==> config.mk <==
export PLATFORM = sky130hd
export DESIGN_NAME = counter_shift_sequencer_flat
export DESIGN_NICKNAME = d
export VERILOG_FILES = /design/src/rtl/counter_shift_sequencer_pkg.sv /design/src/rtl/counter_shift_sequencer_if.sv /design/src/rtl/counter_shift_sequencer_dwell_timer.sv /design/src/rtl/counter_shift_sequencer.sv /design/src/flat_wrapper.sv
export SDC_FILE = /design/constraint.sdc
export NUM_CORES = 1
export LEC_CHECK = 0
export ABC_AREA = 1
export BUFFER_PORTS_ARGS = -buffer_cell sky130_fd_sc_hd__buf_2
export CORE_MARGIN = 10
export CORE_UTILIZATION = 36
export DETAILED_ROUTE_END_ITERATION = 8
export HOLD_SLACK_MARGIN = 0.12
export SYNTH_ARGS = -nofsm -noshare
export SYNTH_HDL_FRONTEND = slang
export SYNTH_SLANG_ARGS = --single-unit
==> constraint.sdc <==
create_clock -name clk -period 2.04 [get_ports clk]
set_input_delay 0.51 -clock clk [delete_from_list [all_inputs] [get_ports clk]]
set_output_delay 0.51 -clock clk [all_outputs]
set_load 0.05 [all_outputs]
==> src/rtl/counter_shift_sequencer_pkg.sv <==
// Shared types and encodings for the counter/shift-register schedule sequencer.
package cs_seq_pkg;

  // Schedule states; the encoding doubles as the debug phase code.
  typedef enum logic [3:0] {
    S_IDLE   = 4'd0,
    S_CLR    = 4'd1,
    S_UP_BIN = 4'd2,
    S_DN_BIN = 4'd3,
    S_UP_BCD = 4'd4,
    S_DN_BCD = 4'd5,
    S_SH_PAR = 4'd6,
    S_SH_R   = 4'd7,
    S_SH_L   = 4'd8,
    S_DONE   = 4'd9
  } state_t;

  localparam logic [1:0] SH_PARALLEL = 2'b00;
  localparam logic [1:0] SH_RIGHT    = 2'b01;
  localparam logic [1:0] SH_LEFT     = 2'b10;

  localparam logic DIR_UP   = 1'b1;
  localparam logic DIR_DOWN = 1'b0;
  localparam logic CODE_BIN = 1'b0;
  localparam logic CODE_BCD = 1'b1;

  // Control word driven to the counter / shift-register datapath.
  typedef struct packed {
    logic       en;
    logic       sel1;
    logic       sel2;
    logic [1:0] sel3;
    logic       ctr_rstn;
    logic       busy;
    logic       done;
  } ctl_t;

  localparam ctl_t CTL_IDLE = '{en: 1'b1, sel1: DIR_UP, sel2: CODE_BIN, sel3: SH_PARALLEL,
                                ctr_rstn: 1'b0, busy: 1'b0, done: 1'b0};

endpackage

==> src/rtl/counter_shift_sequencer_if.sv <==
// Handshake and datapath-control bundle between a controller and the sequencer.
interface counter_shift_sequencer_if;
  logic       start;
  logic       abort;
  logic [3:0] preset_in;
  logic       En;
  logic       SEL1;
  logic       SEL2;
  logic [1:0] SEL3;
  logic [3:0] preset;
  logic       ctr_rstn;
  logic       busy;
  logic       done;
  logic [3:0] phase;

  modport master (output start, abort, preset_in,
                  input  En, SEL1, SEL2, SEL3, preset, ctr_rstn, busy, done, phase);
  modport slave  (input  start, abort, preset_in,
                  output En, SEL1, SEL2, SEL3, preset, ctr_rstn, busy, done, phase);
endinterface

==> src/rtl/counter_shift_sequencer_dwell_timer.sv <==
// Loadable down-counter with a registered zero flag, used to time each phase.
module dwell_timer #(
  parameter int unsigned W = 2
) (
  input  logic         clk,
  input  logic         rst,
  input  logic         load,
  input  logic [W-1:0] load_val,
  output logic         zero
);

  logic [W-1:0] cnt_q;

  // Load takes priority; otherwise count down and saturate at zero.
  always_ff @(posedge clk or posedge rst) begin
    if (rst) begin
      cnt_q <= '0;
      zero  <= 1'b1;
    end else if (load) begin
      cnt_q <= load_val;
      zero  <= (load_val == '0);
    end else if (cnt_q != '0) begin
      cnt_q <= cnt_q - W'(1);
      zero  <= (cnt_q == W'(1));
    end
  end

endmodule

==> src/rtl/counter_shift_sequencer.sv <==
// Sequences the counter / shift-register datapath through its mode schedule.
// Optional feature: SEQ_BCD_MODES_EN adds the UP_BCD and DN_BCD counter phases.
module counter_shift_sequencer
  import cs_seq_pkg::*;
#(
  parameter int unsigned CNT_DWELL   = 40,
  parameter int unsigned SHIFT_DWELL = 4
) (
  input logic                     clk,
  input logic                     rst,
  counter_shift_sequencer_if.slave bus
);

  localparam int unsigned MAX_DWELL  = (CNT_DWELL > SHIFT_DWELL) ? CNT_DWELL : SHIFT_DWELL;
  localparam int unsigned TW         = (MAX_DWELL > 1) ? $clog2(MAX_DWELL) : 1;
  localparam logic [TW-1:0] CNT_LOAD = TW'(CNT_DWELL - 1);
  localparam logic [TW-1:0] SH_LOAD  = TW'(SHIFT_DWELL - 1);
`ifdef SEQ_BCD_MODES_EN
  localparam logic SH_CODE = CODE_BCD;
`else
  localparam logic SH_CODE = CODE_BIN;
`endif

  state_t        state_q, state_d;
  ctl_t          ctl_q, ctl_d;
  logic [3:0]    preset_q;
  logic          tmr_load;
  logic [TW-1:0] tmr_val;
  logic          tmr_zero;

  dwell_timer #(.W(TW)) u_dwell (
    .clk      (clk),
    .rst      (rst),
    .load     (tmr_load),
    .load_val (tmr_val),
    .zero     (tmr_zero)
  );

  // State, registered control word and latched preset.
  always_ff @(posedge clk or posedge rst) begin
    if (rst) begin
      state_q  <= S_IDLE;
      ctl_q    <= CTL_IDLE;
      preset_q <= '0;
    end else begin
      state_q <= state_d;
      ctl_q   <= ctl_d;
      if (state_q == S_IDLE && state_d == S_CLR) preset_q <= bus.preset_in;
    end
  end

  // Next state: walk the schedule, advancing when the dwell timer expires.
  always_comb begin
    state_d = state_q;
    case (state_q)
      S_IDLE:   if (bus.start && !bus.abort) state_d = S_CLR;
      S_CLR:    state_d = S_UP_BIN;
      S_UP_BIN: if (tmr_zero) state_d = S_DN_BIN;
      S_DN_BIN: if (tmr_zero) begin
`ifdef SEQ_BCD_MODES_EN
        state_d = S_UP_BCD;
`else
        state_d = S_SH_PAR;
`endif
      end
`ifdef SEQ_BCD_MODES_EN
      S_UP_BCD: if (tmr_zero) state_d = S_DN_BCD;
      S_DN_BCD: if (tmr_zero) state_d = S_SH_PAR;
`endif
      S_SH_PAR: if (tmr_zero) state_d = S_SH_R;
      S_SH_R:   if (tmr_zero) state_d = S_SH_L;
      S_SH_L:   if (tmr_zero) state_d = S_DONE;
      S_DONE:   state_d = S_IDLE;
      default:  state_d = S_IDLE;
    endcase
    if (state_q != S_IDLE && bus.abort) state_d = S_IDLE;
  end

  // Control word and dwell reload decoded from the upcoming state so outputs stay registered.
  always_comb begin
    ctl_d    = CTL_IDLE;
    tmr_val  = '0;
    tmr_load = (state_d != state_q);
    case (state_d)
      S_CLR: ctl_d.busy = 1'b1;
      S_UP_BIN, S_DN_BIN
`ifdef SEQ_BCD_MODES_EN
      , S_UP_BCD, S_DN_BCD
`endif
      : begin
        ctl_d.busy     = 1'b1;
        ctl_d.ctr_rstn = 1'b1;
        ctl_d.sel1     = (state_d == S_UP_BIN || state_d == S_UP_BCD) ? DIR_UP : DIR_DOWN;
        ctl_d.sel2     = (state_d == S_UP_BCD || state_d == S_DN_BCD) ? CODE_BCD : CODE_BIN;
        tmr_val        = CNT_LOAD;
      end
      S_SH_PAR, S_SH_R, S_SH_L: begin
        ctl_d.busy     = 1'b1;
        ctl_d.ctr_rstn = 1'b1;
        ctl_d.en       = 1'b0;
        ctl_d.sel1     = DIR_DOWN;
        ctl_d.sel2     = SH_CODE;
        ctl_d.sel3     = (state_d == S_SH_PAR) ? SH_PARALLEL :
                         (state_d == S_SH_R)   ? SH_RIGHT : SH_LEFT;
        tmr_val        = SH_LOAD;
      end
      S_DONE: begin
        ctl_d.busy = 1'b1;
        ctl_d.done = 1'b1;
      end
      default: ;
    endcase
  end

  assign bus.En       = ctl_q.en;
  assign bus.SEL1     = ctl_q.sel1;
  assign bus.SEL2     = ctl_q.sel2;
  assign bus.SEL3     = ctl_q.sel3;
  assign bus.ctr_rstn = ctl_q.ctr_rstn;
  assign bus.busy     = ctl_q.busy;
  assign bus.done     = ctl_q.done;
  assign bus.preset   = preset_q;
  assign bus.phase    = 4'(state_q);

endmodule

==> src/flat_wrapper.sv <==
// flat-port wrapper written by rule: the top's interface ports become plain ports
module counter_shift_sequencer_flat import cs_seq_pkg::*;
#(
  parameter int unsigned CNT_DWELL   = 40,
  parameter int unsigned SHIFT_DWELL = 4
)
  (clk, rst, bus_start, bus_abort, bus_preset_in, bus_En, bus_SEL1, bus_SEL2, bus_SEL3, bus_preset, bus_ctr_rstn, bus_busy, bus_done, bus_phase);
  counter_shift_sequencer_if bus_i ();
  input logic clk;
  input logic rst;
  input wire logic [$bits(bus_i.start)-1:0] bus_start;
  input wire logic [$bits(bus_i.abort)-1:0] bus_abort;
  input wire logic [$bits(bus_i.preset_in)-1:0] bus_preset_in;
  output wire logic [$bits(bus_i.En)-1:0] bus_En;
  output wire logic [$bits(bus_i.SEL1)-1:0] bus_SEL1;
  output wire logic [$bits(bus_i.SEL2)-1:0] bus_SEL2;
  output wire logic [$bits(bus_i.SEL3)-1:0] bus_SEL3;
  output wire logic [$bits(bus_i.preset)-1:0] bus_preset;
  output wire logic [$bits(bus_i.ctr_rstn)-1:0] bus_ctr_rstn;
  output wire logic [$bits(bus_i.busy)-1:0] bus_busy;
  output wire logic [$bits(bus_i.done)-1:0] bus_done;
  output wire logic [$bits(bus_i.phase)-1:0] bus_phase;
  assign bus_i.start = bus_start;
  assign bus_i.abort = bus_abort;
  assign bus_i.preset_in = bus_preset_in;
  assign bus_En = bus_i.En;
  assign bus_SEL1 = bus_i.SEL1;
  assign bus_SEL2 = bus_i.SEL2;
  assign bus_SEL3 = bus_i.SEL3;
  assign bus_preset = bus_i.preset;
  assign bus_ctr_rstn = bus_i.ctr_rstn;
  assign bus_busy = bus_i.busy;
  assign bus_done = bus_i.done;
  assign bus_phase = bus_i.phase;
  counter_shift_sequencer #(.CNT_DWELL(CNT_DWELL), .SHIFT_DWELL(SHIFT_DWELL)) u_core (.clk(clk), .rst(rst), .bus(bus_i));
endmodule
# Word-level counts from Yosys, hierarchy flattened
# Index checks and enable logic that the tools add are counted.
[word_totals]
reg_bits = 23
in_bits = 8
out_inout_bits = 16
wordCells = 67
[op_classes]
add_sub_neg = 1
n_eq_ne = 17
muxes = 23
n_reduce_logical = 15
[op_table]
columns = ["operator", "count"]
rows = [
  ["$mux 4", 7],
  ["$pmux 4 s7", 1],
  ["$eq 4x3->1 const B", 6],
  ["$eq 4x2->1 const B", 4],
  ["$eq 4x4->1 const B", 3],
  ["$mux 6", 2],
  ["$pmux 6 s2", 1],
  ["$eq 4x1->1 const B", 2],
  ["$mux 1", 8],
  ["$reduce_or 7->1", 1],
  ["$eq 6x1->1 const B", 1],
  ["$logic_not 6->1", 1],
  ["$mux 2", 3],
  ["$reduce_bool 6->1", 1],
  ["$sub 6x1->6 const B", 1],
  ["$reduce_or 5->1", 1],
  ["$logic_not 4->1", 1],
  ["$ne 4x4->1", 1],
  ["$pmux 2 s2", 1],
  ["$reduce_bool 4->1", 1],
  ["$logic_and 1x1->1", 3],
  ["$reduce_or 3->1", 1],
  ["$logic_or 1x1->1", 2],
  ["$reduce_bool 2->1", 1],
  ["2 further kinds", 2],
]

# Depth between registers and ports, before layout
# Gate-level depths: netlist of the first run.
[logic_depth]
word_depth = 10
mapped_depth = 14

# By module
# From an unflattened synthesis of the first run, not the netlist that was laid out.
[hier_totals]
cells_unflattened = 168
area_unflattened_um2 = 1323.8
[modules_own_cells]
columns = ["mod", "n_inst", "cells_each", "area_per_inst_um2", "seq_area_each_um2"]
rows = [
  ["counter_shift_sequencer", 1, 103, 844.6, 402.9],
  ["dwell_timer", 1, 65, 479.2, 176.4],
]

# Worst setup path after synthesis of the first run
# Ideal clock, no wire load.
[synth_timing]
path_kind = "register -> register"
from = "reg u_core.state_q[0], in the netlist u_core.bus.phase[0]"
to = "reg u_core.u_dwell.cnt_q[1]"
arrival_time_ns = 1.719
slack_ns = 0.196
path_stages_with_launch = 12
synth_period_minus_slack_ns = 1.844
cell_sequence = "dfrtp_1 nand2_1 clkinv_1 nand3_1 nand3_2 nand2_2 nand2_1 nand2_2 nor2_4 nand3_4 nand2_2 nand3_1"
[synth_via]
elab_chain_len = 7
word_cells_on_any_way = 28
[synth_lines]
columns = ["item", "line", "rtl"]
rows = [
  ["start, declared", "counter_shift_sequencer.sv:24", "state_t state_q, state_d;"],
  ["start signal, assigned", "counter_shift_sequencer.sv:46", "state_q <= state_d;"],
  ["$eq 4x4->1 (tied with other cells)", "counter_shift_sequencer.sv:55", "case (state_q)"],
  ["$pmux 4 s7 / $logic_and 1x1->1 (equally long branches)", "counter_shift_sequencer.sv:55, counter_shift_sequencer.sv:76", ""],
  ["$mux 4", "counter_shift_sequencer.sv:76", "if (state_q != S_IDLE && bus.abort) state_d = S_IDLE;"],
  ["$eq 4x4->1 (tied with other cells)", "counter_shift_sequencer.sv:84", "case (state_d)"],
  ["$reduce_or 3->1 / $reduce_or 2->1 (equally long branches)", "-", ""],
  ["$pmux 6 s2", "counter_shift_sequencer.sv:84", ""],
  ["$mux 6", "counter_shift_sequencer_dwell_timer.sv:19", "end else if (load) begin"],
  ["end signal, assigned", "counter_shift_sequencer_dwell_timer.sv:20", "cnt_q <= load_val;"],
  ["end signal, assigned", "counter_shift_sequencer_dwell_timer.sv:23", "cnt_q <= cnt_q - W'(1);"],
  ["end, declared", "counter_shift_sequencer_dwell_timer.sv:12", "logic [W-1:0] cnt_q;"],
]
# Several ways; a longest one is shown, not always the timed one.
# A chain may end at the register's enable or synchronous reset.

# Worst setup path after layout of the first run
[layout_timing]
from = "reg u_core.state_q[0], in the netlist u_core.bus.phase[0]"
to = "reg u_core.u_dwell.cnt_q[5]"
# Same word-level chain as after synthesis.

==> results of run 1 <==
==> cells in the mapped netlist (all sizes together) <==
master,instances
xor2,2
ha,2
nand4,3
dfrtp,20
inv,17
dfstp,3
or2,1
nor3,4
nand2,47
conb,1
o21ai,3
clkinv,1
xnor2,2
nor2,18
a21oi,3
nand3,17
nand3b,1
==> report_power, final <==
part           switching [W]  total [W]  internal [W]
sequential          0.000126   0.000761      0.000635
clock               0.000143   0.000217     0.0000735
combinational        0.00107    0.00152      0.000454
==> logic make-up after synthesis <==
logic type | count (synthesis) | share of synthesized area
flip-flops | 23 | 0.469
other | 1 | 0.00303
adder cells (fa/ha/maj) | 2 | 0.0202
buffers and inverters | 18 | 0.0547
XOR/XNOR | 4 | 0.0283
AND/OR/NAND/NOR | 91 | 0.398
AO/OA/AOI/OAI | 6 | 0.0273
==> area by class of cell <==
cell class              count  area share
clock buffers               3      0.0156
clock inverters             1     0.00347
inverters                  18      0.0468
multi-input cells         104       0.408
flip-flops and latches     23       0.401
well taps                  46      0.0399
repair buffers             24      0.0849
==> worst max-delay path, delay by kind of cell (launching register included) <==
kind | cells | cell delay (ns)
simple gates | 10 | 1.09
compound gates | 1 | 0.14
flops | 1 | 0.47
==> through the flow <==
step / area, µm² / power (W) / hold slack, ns / instances
after detailed placement: 1420 / 0.00231 / 0.461 / 215
final: 1440 / 0.00250 / 0.196 / 219
after floorplan: 1240 / 0.00200 / 0.472 / 145
after global routing: 1440 / 0.00275 / 0.235 / 219
after global placement: 1420 / 0.00229 / 0.458 / 215
after CTS: 1440 / 0.00254 / 0.202 / 219
==> layer usage <==
metal | part of all wire | global-route usage
met1 | 0.42 | 0.0938
met2 | 0.51 | 0.168
met3 | 0.048 | 0.0273
met4 | 0.015 | 0.0358
met5 | 0 | 0
==> flip-flops by register name (all words and copies together), names as in the netlist <==
| signal | count |
|---|---|
| u_core.bus.preset | 4 |
| u_core.bus.ctr_rstn | 1 |
| u_core.bus.busy | 1 |
| u_core.bus.SEL3 | 2 |
| u_core.bus.done | 1 |
| u_core.u_dwell.cnt_q | 6 |
| u_core.bus.phase | 4 |
| u_core.bus.En | 1 |
| u_core.bus.SEL1 | 1 |
| u_core.bus.SEL2 | 1 |
| u_core.u_dwell.zero | 1 |
==> worst min path at each step <==
stage / start / cells past startpoint / to / slack (ns)
after floorplan: u_core.u_dwell.zero$_DFFE_PP1P_ / 2 / u_core.u_dwell.zero$_DFFE_PP1P_ / 0.47
after global placement: u_core.bus.preset[1]$_DFFE_PP0P_ / 2 / u_core.bus.preset[1]$_DFFE_PP0P_ / 0.46
after detailed placement: u_core.bus.preset[3]$_DFFE_PP0P_ / 2 / u_core.bus.preset[3]$_DFFE_PP0P_ / 0.46
after CTS: rst / 3 / u_core.bus.SEL2$_DFF_PP0_ / 0.20
after global routing: rst / 3 / u_core.bus.SEL2$_DFF_PP0_ / 0.23
final: rst / 3 / u_core.bus.done$_DFF_PP0_ / 0.20
==> run_results.csv, run 1 <==
group,metric,value,unit
setup_path,required,2.29,ns
logic_synthesis,syn_inst,145,
cts,clockBufferDepth,2,
routing,wire_per_inst,12.0,µm
cts,cts_tree,"built",
setup_path,cp_common_cell,"nand2_2",
die,die_w,78.6,µm
setup_path,critPathArrivalTime,2.01,ns
timing,setup_viol,0,
final_layout,area_growth_syn_to_layout,16.8,%
logic_synthesis,synth_seq_area_share,0.469,
setup_path,cp_slowest_stage_delay,0.47,ns
final_layout,mostFrequentLayoutCells,"32 x nand2_1, 23 x buf_2, 20 x dfrtp_1",
setup_path,r2r-end,"u_core.u_dwell.cnt_q[5]$_DFFE_PP0P_",
cts,postCtsResizedCells,0,
setup_path,critPathLaunch,"u_core.bus.phase[0]$_DFF_PP0_",
timing,rsz0062_at_grt,"no",
timing,slew_viol_final,0,
setup_path,cp-start-kind,"flip-flop",
logic_synthesis,yosysTopAreaCell,"dfrtp_1",
logic_synthesis,synth-warning-count,0,
setup_path,r2r_start,"u_core.bus.phase[0]$_DFF_PP0_",
timing,skew,0.00117,ns
cts,post_cts_buffers,0,
setup_path,regToRegSetupSlack,0.28,ns
logic_synthesis,synth_area_leaders,"dfrtp_1 40%, nand2_1 9.7%, dfstp_2 6.4%",
die,die_area,6180,µm²
timing,min_period_over_period,0.864,
setup_path,crit_path_top_delay_cell,"dfrtp_1",
global_routing,grt_use_total,0.0910,
final_layout,layout_commonest_cell,"nand2_1",
worst_hold_path,hp-class,"in2async",
routing,vias_per_cell,4.60,
logic_synthesis,syn_area_per_cell,8.53,µm²
power,ir_drop,824,µV
logic_synthesis,yosysTopAreaCellShare,0.405,
final_layout,seqCellArea,579,µm²
cts,cts-buffers-inserted,3,
global_routing,grt_remaining_overflow,0,
logic_synthesis,synth_nets,155,
final_layout,fill_cells,348,
routing,dr.pass1.iters,4,
die,die_h,78.6,µm
die,ios,24,
logic_synthesis,ys_seq_elements,23,
timing,post-route-min-period,1.76,ns
final_layout,multi_input_area,589,µm²
power,power.density,1730,nW/µm²
power,p_leak,0.784,nW
cts,clock-sinks,23,
placement,numPortBuffers,23,
final_layout,final_core_util,0.433,
routing,vias,1008,
timing,final_hold_viol_count,0,
global_routing,grt_max_degree,24,
setup_path,rr_worst_depth,11,
die,initial_core_util,0.370,
setup_path,cp-end-kind,"flip-flop",
status,outcome,"finished, final reports clean",
setup_path,endpoint,"u_core.u_dwell.cnt_q[5]$_DFFE_PP0P_",
placement,dp_hpwl,2110,µm
logic_synthesis,synth.distinct_cells,26,
routing,drt_iter0_markers,21,
cts,clk_pin_slew,0.13,ns
logic_synthesis,syn_area,1240,µm²
placement,gp_congestion,0.844,
flow_run,max_cap_violations,0,
global_routing,grt_antenna_before_repair,0,
cts,ctsHoldBuffers,0,
final_layout,nNetsFinal,184,
timing,fmax,567,MHz
routing,drtAntennaViolNets,0,
final_layout,diodes,0,
die,rows,21,
global_routing,grt_pass1_vias,1124,
timing,setup_tns,0,ns
placement,place_ws,0.276,ns
timing,finalWorstSetupSlack,0.277,ns
routing,routed_wl,2620,µm
final_layout,drive_gt1_frac,0.335,
setup_path,crit_fanout,8,
die,coreArea,3340,µm²
setup_path,path_class,"reg2reg",
cts,clock_latency,0.32,ns
routing,drc_errors,0,
global_routing,grt_pass1_wl,4720,µm
cts,htree_num_levels,1,
setup_path,crit_chain,"nor2_1 -> nand2_2 -> nor2_4 -> nor2_2 -> nand2_2 -> nand2_2 -> nand2_1 -> nand2_2 -> nand3_4 -> nand2_2 -> a21oi_1",
cts,clock-root-buffer,"clkbuf_4",
Power figures use the tool's default switching activity.
==> run 2: changes to the inputs <==
==> constraint.sdc (replaced) <==
create_clock -name clk -period 2.04 [get_ports clk]
set_input_delay 0.408 -clock clk [delete_from_list [all_inputs] [get_ports clk]]
set_output_delay 0.408 -clock clk [all_outputs]
set_load 0.05 [all_outputs]
==> run_results.csv, run 2 (synthesized netlist as in run 1, its figures left out) <==
group,metric,value,unit
status,outcome,"finished, final reports clean",
worst_hold_path,hold_end,"u_core.bus.preset[2]$_DFFE_PP0P_",
timing,skew,0.00744,ns
timing,setup_viol,0,
cts,clockBufferDepth,2,
cts,clock-sinks,23,
worst_hold_path,hp-class,"in2reg",
final_layout,largest_register_ffs,6,
placement,placed_area,1420,µm²
setup_path,cp-start-kind,"flip-flop",
die,rows,21,
final_layout,layout_commonest_cell,"nand2_1",
setup_path,r2r-end,"u_core.u_dwell.cnt_q[2]$_DFFE_PP0P_",
final_layout,finish.instance_area,1450,µm²
setup_path,cp_slowest_stage_delay,0.49,ns
timing,setup_tns,0,ns
worst_hold_path,min_path_cells,3,
final_layout,drive_gt1_frac,0.333,
routing,dr.pass1.iters,4,
setup_path,cp-end-kind,"flip-flop",
timing,slew_viol_final,0,
cts,cts-buffers-inserted,3,
die,coreArea,3340,µm²
final_layout,nNetsFinal,185,
final_layout,diodes,0,
setup_path,cp_common_cell,"nand2_2",
global_routing,grt_use_total,0.0905,
setup_path,critPathArrivalTime,2.03,ns
setup_path,r2r_start,"u_core.bus.phase[3]$_DFF_PP0_",
placement,dp_hpwl,2130,µm
routing,vias_per_cell,4.58,
die,ios,24,
setup_path,required,2.28,ns
die,die_area,6180,µm²
power,ir_drop,776,µV
setup_path,path_class,"reg2reg",
power,power.density,1720,nW/µm²
die,die_h,78.6,µm
setup_path,regToRegSetupSlack,0.25,ns
cts,clk_pin_slew,0.13,ns
timing,post-route-min-period,1.79,ns
cts,postCtsResizedCells,0,
routing,wire_per_inst,11.6,µm
global_routing,grt_remaining_overflow,0,
flow_run,max_cap_violations,0,
die,initial_core_util,0.370,
cts,clock-root-buffer,"clkbuf_4",
timing,final_hold_viol_count,0,
routing,drc_errors,0,
cts,clock_latency,0.31,ns
final_layout,area_growth_syn_to_layout,17.6,%
power,p_leak,0.788,nW
setup_path,crit_chain,"nor2_2 -> nand2_2 -> nor2_4 -> nor2_2 -> nand2_2 -> nand2_2 -> nand2_1 -> nand2_2 -> nand3_4 -> nand2_2 -> a21oi_1",
global_routing,grt_pass1_wl,4700,µm
final_layout,mostFrequentLayoutCells,"32 x nand2_1, 23 x buf_2, 20 x dfrtp_1",
routing,routed_wl,2540,µm
cts,htree_num_levels,1,
timing,min_period_over_period,0.877,
global_routing,grt_pass1_vias,1097,
routing,drt_iter0_markers,35,
setup_path,rr_worst_depth,11,
timing,fmax,559,MHz
routing,vias,1008,
placement,numPortBuffers,23,
placement,gp_congestion,0.822,
global_routing,grt_antenna_before_repair,0,
routing,drtAntennaViolNets,0,
final_layout,top_register,"u_core.u_dwell.cnt_q",
global_routing,grt_max_degree,24,
die,die_w,78.6,µm
timing,rsz0062_at_grt,"no",
setup_path,crit_fanout,7,
worst_hold_path,hold_path_startpoint,"bus_preset_in[2]",
setup_path,crit_path_top_delay_cell,"dfrtp_1",
cts,cts_tree,"built",
==> run 2: worst max-delay path, delay by kind of cell, from the launching register on <==
family / cells / cell delay (ns)
AOI/OAI and AO/OA: 1 / 0.13
and+or+nand+nor: 10 / 1.10
DFF: 1 / 0.49
==> run 2: cell type report <==
| type | instances | area (µm²) |
|---|---|---|
| repair buffers | 25 | 133 |
| clock inverters | 1 | 5.00 |
| well taps | 46 | 57.6 |
| inverters | 18 | 67.6 |
| flip-flops and latches | 23 | 579 |
| multi-input cells | 104 | 589 |
| fillers | 348 | 1880 |
| clock buffers | 3 | 22.5 |
==> run 2: timing repair <==
item,4_1_cts,5_1_grt
hold endpoints to repair,20,0
setup buffers,0,0
setup endpoints to repair,0,0
hold buffers,1,0
==> run 2: worst max-delay path by stage <==
stage	from	end	slack (ns)	depth (start not counted)
after detailed placement	u_core.bus.phase[3]$_DFF_PP0_	u_core.u_dwell.zero$_DFFE_PP1P_	0.27	12
after CTS	u_core.bus.phase[3]$_DFF_PP0_	u_core.u_dwell.zero$_DFFE_PP1P_	0.25	12
final	u_core.bus.phase[3]$_DFF_PP0_	u_core.u_dwell.cnt_q[2]$_DFFE_PP0P_	0.25	11
after floorplan	u_core.bus.phase[0]$_DFF_PP0_	u_core.u_dwell.cnt_q[1]$_DFFE_PP0P_	0.20	11
after global routing	u_core.bus.phase[3]$_DFF_PP0_	u_core.u_dwell.cnt_q[1]$_DFFE_PP0P_	0.07	10
after global placement	u_core.bus.phase[3]$_DFF_PP0_	u_core.u_dwell.cnt_q[1]$_DFFE_PP0P_	0.26	10
==> run 2: through the flow <==
stage / instances / total power (W) / utilization / hold WS (ns) / worst slack, ns
2_1_floorplan: 145 / 0.00200 / - / 0.408 / 0.196
3_3_place_gp: 215 / 0.00230 / 0.424 / 0.453 / 0.259
3_5_place_dp: 215 / 0.00231 / 0.424 / 0.458 / 0.271
4_1_cts: 220 / 0.00253 / 0.436 / 0.281 / 0.253
5_1_grt: 220 / 0.00273 / 0.436 / 0.305 / 0.0676
6_report: 220 / 0.00249 / 0.436 / 0.289 / 0.251
==> run 2: layer usage <==
metal / GRT usage / vias up / routed length (µm)
li1: - / 516 / -
met1: 0.0999 / 476 / 1140
met2: 0.165 / 14 / 1310
met3: 0.0239 / 2 / 84
met4: 0.0269 / 0 / 12
met5: 0 / - / 0
==> run 2: power breakdown <==
part / internal, W / switching, W / total [W]
clock: 0.0000731 / 0.000135 / 0.000208
combinational: 0.000455 / 0.00107 / 0.00152
sequential: 0.000635 / 0.000128 / 0.000763
==> run 3: changes to the inputs <==
Settings changed: RECOVER_POWER from default to 100.
==> run_results.csv, run 3 (synthesized netlist as in run 1, its figures left out) <==
group,metric,value,unit
worst_hold_path,hold_path_startpoint,"bus_preset_in[2]",
cts,post_cts_buffers,0,
power,p_leak,0.720,nW
global_routing,grt_max_degree,24,
timing,fmax,548,MHz
global_routing,grt_use_total,0.0905,
final_layout,fill_cells,356,
setup_path,r2r_start,"u_core.bus.phase[3]$_DFF_PP0_",
flow_run,max_cap_violations,0,
final_layout,nNetsFinal,185,
die,rows,21,
routing,drt_iter0_markers,39,
setup_path,path_class,"reg2reg",
cts,cts_tree,"built",
cts,clock_latency,0.30,ns
timing,min_period_over_period,0.895,
setup_path,crit_path_top_delay_cell,"dfrtp_1",
final_layout,mostFrequentLayoutCells,"35 x nand2_1, 20 x dfrtp_1, 17 x clkbuf_1",
routing,drc_errors,0,
setup_path,crit_chain,"nor2_2 -> nand2_2 -> nor2_4 -> nor2_1 -> nand2_2 -> nand2_2 -> nand2_1 -> nand2_2 -> nand3_4 -> nand2_1 -> a21oi_1",
timing,setup_viol,0,
timing,final_hold_viol_count,0,
die,die_w,78.6,µm
cts,postCtsResizedCells,0,
die,die_area,6180,µm²
setup_path,cp-start-kind,"flip-flop",
setup_path,critPathLaunch,"u_core.bus.phase[3]$_DFF_PP0_",
timing,tightest_slew,1.16,ns
final_layout,area_growth_syn_to_layout,14.1,%
cts,cts-buffers-inserted,3,
cts,clk_pin_slew,0.13,ns
die,ios,24,
placement,dp_hpwl,2130,µm
setup_path,cp_common_cell,"nand2_2",
timing,timing.hold.ws,0.291,ns
cts,htree_num_levels,1,
placement,numPortBuffers,23,
timing,post-route-min-period,1.82,ns
routing,routed_wl,2530,µm
timing,maxSlewHeadroom,0.228,
cts,clock-sinks,23,
timing,skew,0.00654,ns
routing,vias,1005,
final_layout,final_core_util,0.423,
final_layout,top_register,"u_core.u_dwell.cnt_q",
power,power.density,1730,nW/µm²
final_layout,drive_gt1_frac,0.207,
die,coreArea,3340,µm²
timing,rsz0062_at_grt,"no",
setup_path,crit_fanout,7,
routing,drtAntennaViolNets,0,
global_routing,grt_pass1_wl,4700,µm
timing,slew_viol_final,0,
die,initial_core_util,0.370,
routing,wire_per_inst,11.5,µm
routing,vias_per_cell,4.57,
routing,dr.pass1.iters,4,
setup_path,critPathArrivalTime,2.07,ns
final_layout,layout_commonest_cell,"nand2_1",
final_layout,largest_register_ffs,6,
setup_path,cp-end-kind,"flip-flop",
placement,gp_congestion,0.822,
global_routing,grt_pass1_vias,1097,
worst_hold_path,hp-class,"in2reg",
cts,clockBufferDepth,2,
global_routing,grt_antenna_before_repair,0,
timing,setup_tns,0,ns
global_routing,grt_remaining_overflow,0,
cts,ctsHoldBuffers,1,
final_layout,diodes,0,
die,die_h,78.6,µm
power,ir_drop,742,µV
setup_path,cp_slowest_stage_delay,0.49,ns
status,outcome,"finished, final reports clean",
cts,clock-root-buffer,"clkbuf_4",
setup_path,required,2.28,ns
## run 3: cell types whose count changed in the layout (fill, tap and decap cells not counted), moves of 2 or more
| cell | delta |
|---|---|
| buf_2 | -16 |
| nand2_1 | +3 |
| clkbuf_1 | +17 |
| nand2_2 | -2 |
## run 3: path summary, 6_finish.rpt
check | to | slack [ns] | cells past startpoint
worst max-delay path | u_core.u_dwell.cnt_q[2]$_DFFE_PP0P_ | 0.22 | 11
worst min-delay path | u_core.bus.preset[2]$_DFFE_PP0P_ | 0.29 | 3
worst max register to register | u_core.u_dwell.cnt_q[2]$_DFFE_PP0P_ | 0.22 | 11
worst min register to register | u_core.bus.preset[2]$_DFFE_PP0P_ | 0.49 | 2
max in group asynchronous | u_core.bus.preset[1]$_DFFE_PP0P_ | 0.36 | 4
min in group asynchronous | u_core.bus.SEL2$_DFF_PP0_ | 0.99 | 4
## run 3: layout make-up
class	instances	area (µm²)	area share
timing repair buffer	25	109	0.0772
sequential	23	579	0.411
multi-input combinational	104	569	0.404
inverter	18	67.6	0.0479
clock buffer	3	22.5	0.0160
tap	46	57.6	0.0408
clock inverter	1	5.00	0.00355
## run 3: metal layers
| layer | global-route usage | wire (µm) |
|---|---|---|
| met1 | 0.0999 | 1120 |
| met2 | 0.165 | 1320 |
| met3 | 0.0239 | 81 |
| met4 | 0.0269 | 12 |
| met5 | 0 | 0 |
## run 3: where the power goes
group	internal (W)	switching [W]	total, W
sequential	0.000635	0.000130	0.000766
combinational	0.000414	0.00105	0.00146
clock	0.0000731	0.000132	0.000205
## run 3: metrics by stage
stage	area (µm²)	instances	power, W	setup slack (ns)
after global routing	1410	220	0.00267	0.0480
after CTS	1450	220	0.00253	0.253
after global placement	1420	215	0.00230	0.259
after floorplan	1240	145	0.00200	0.196
after detailed placement	1420	215	0.00231	0.271
final	1410	220	0.00243	0.215
## run 3: worst max-delay path, delay by kind of cell, from the launching register on
kind / cells / cell delay (ns)
flops: 1 / 0.49
simple gates: 10 / 1.13
compound gates: 1 / 0.13
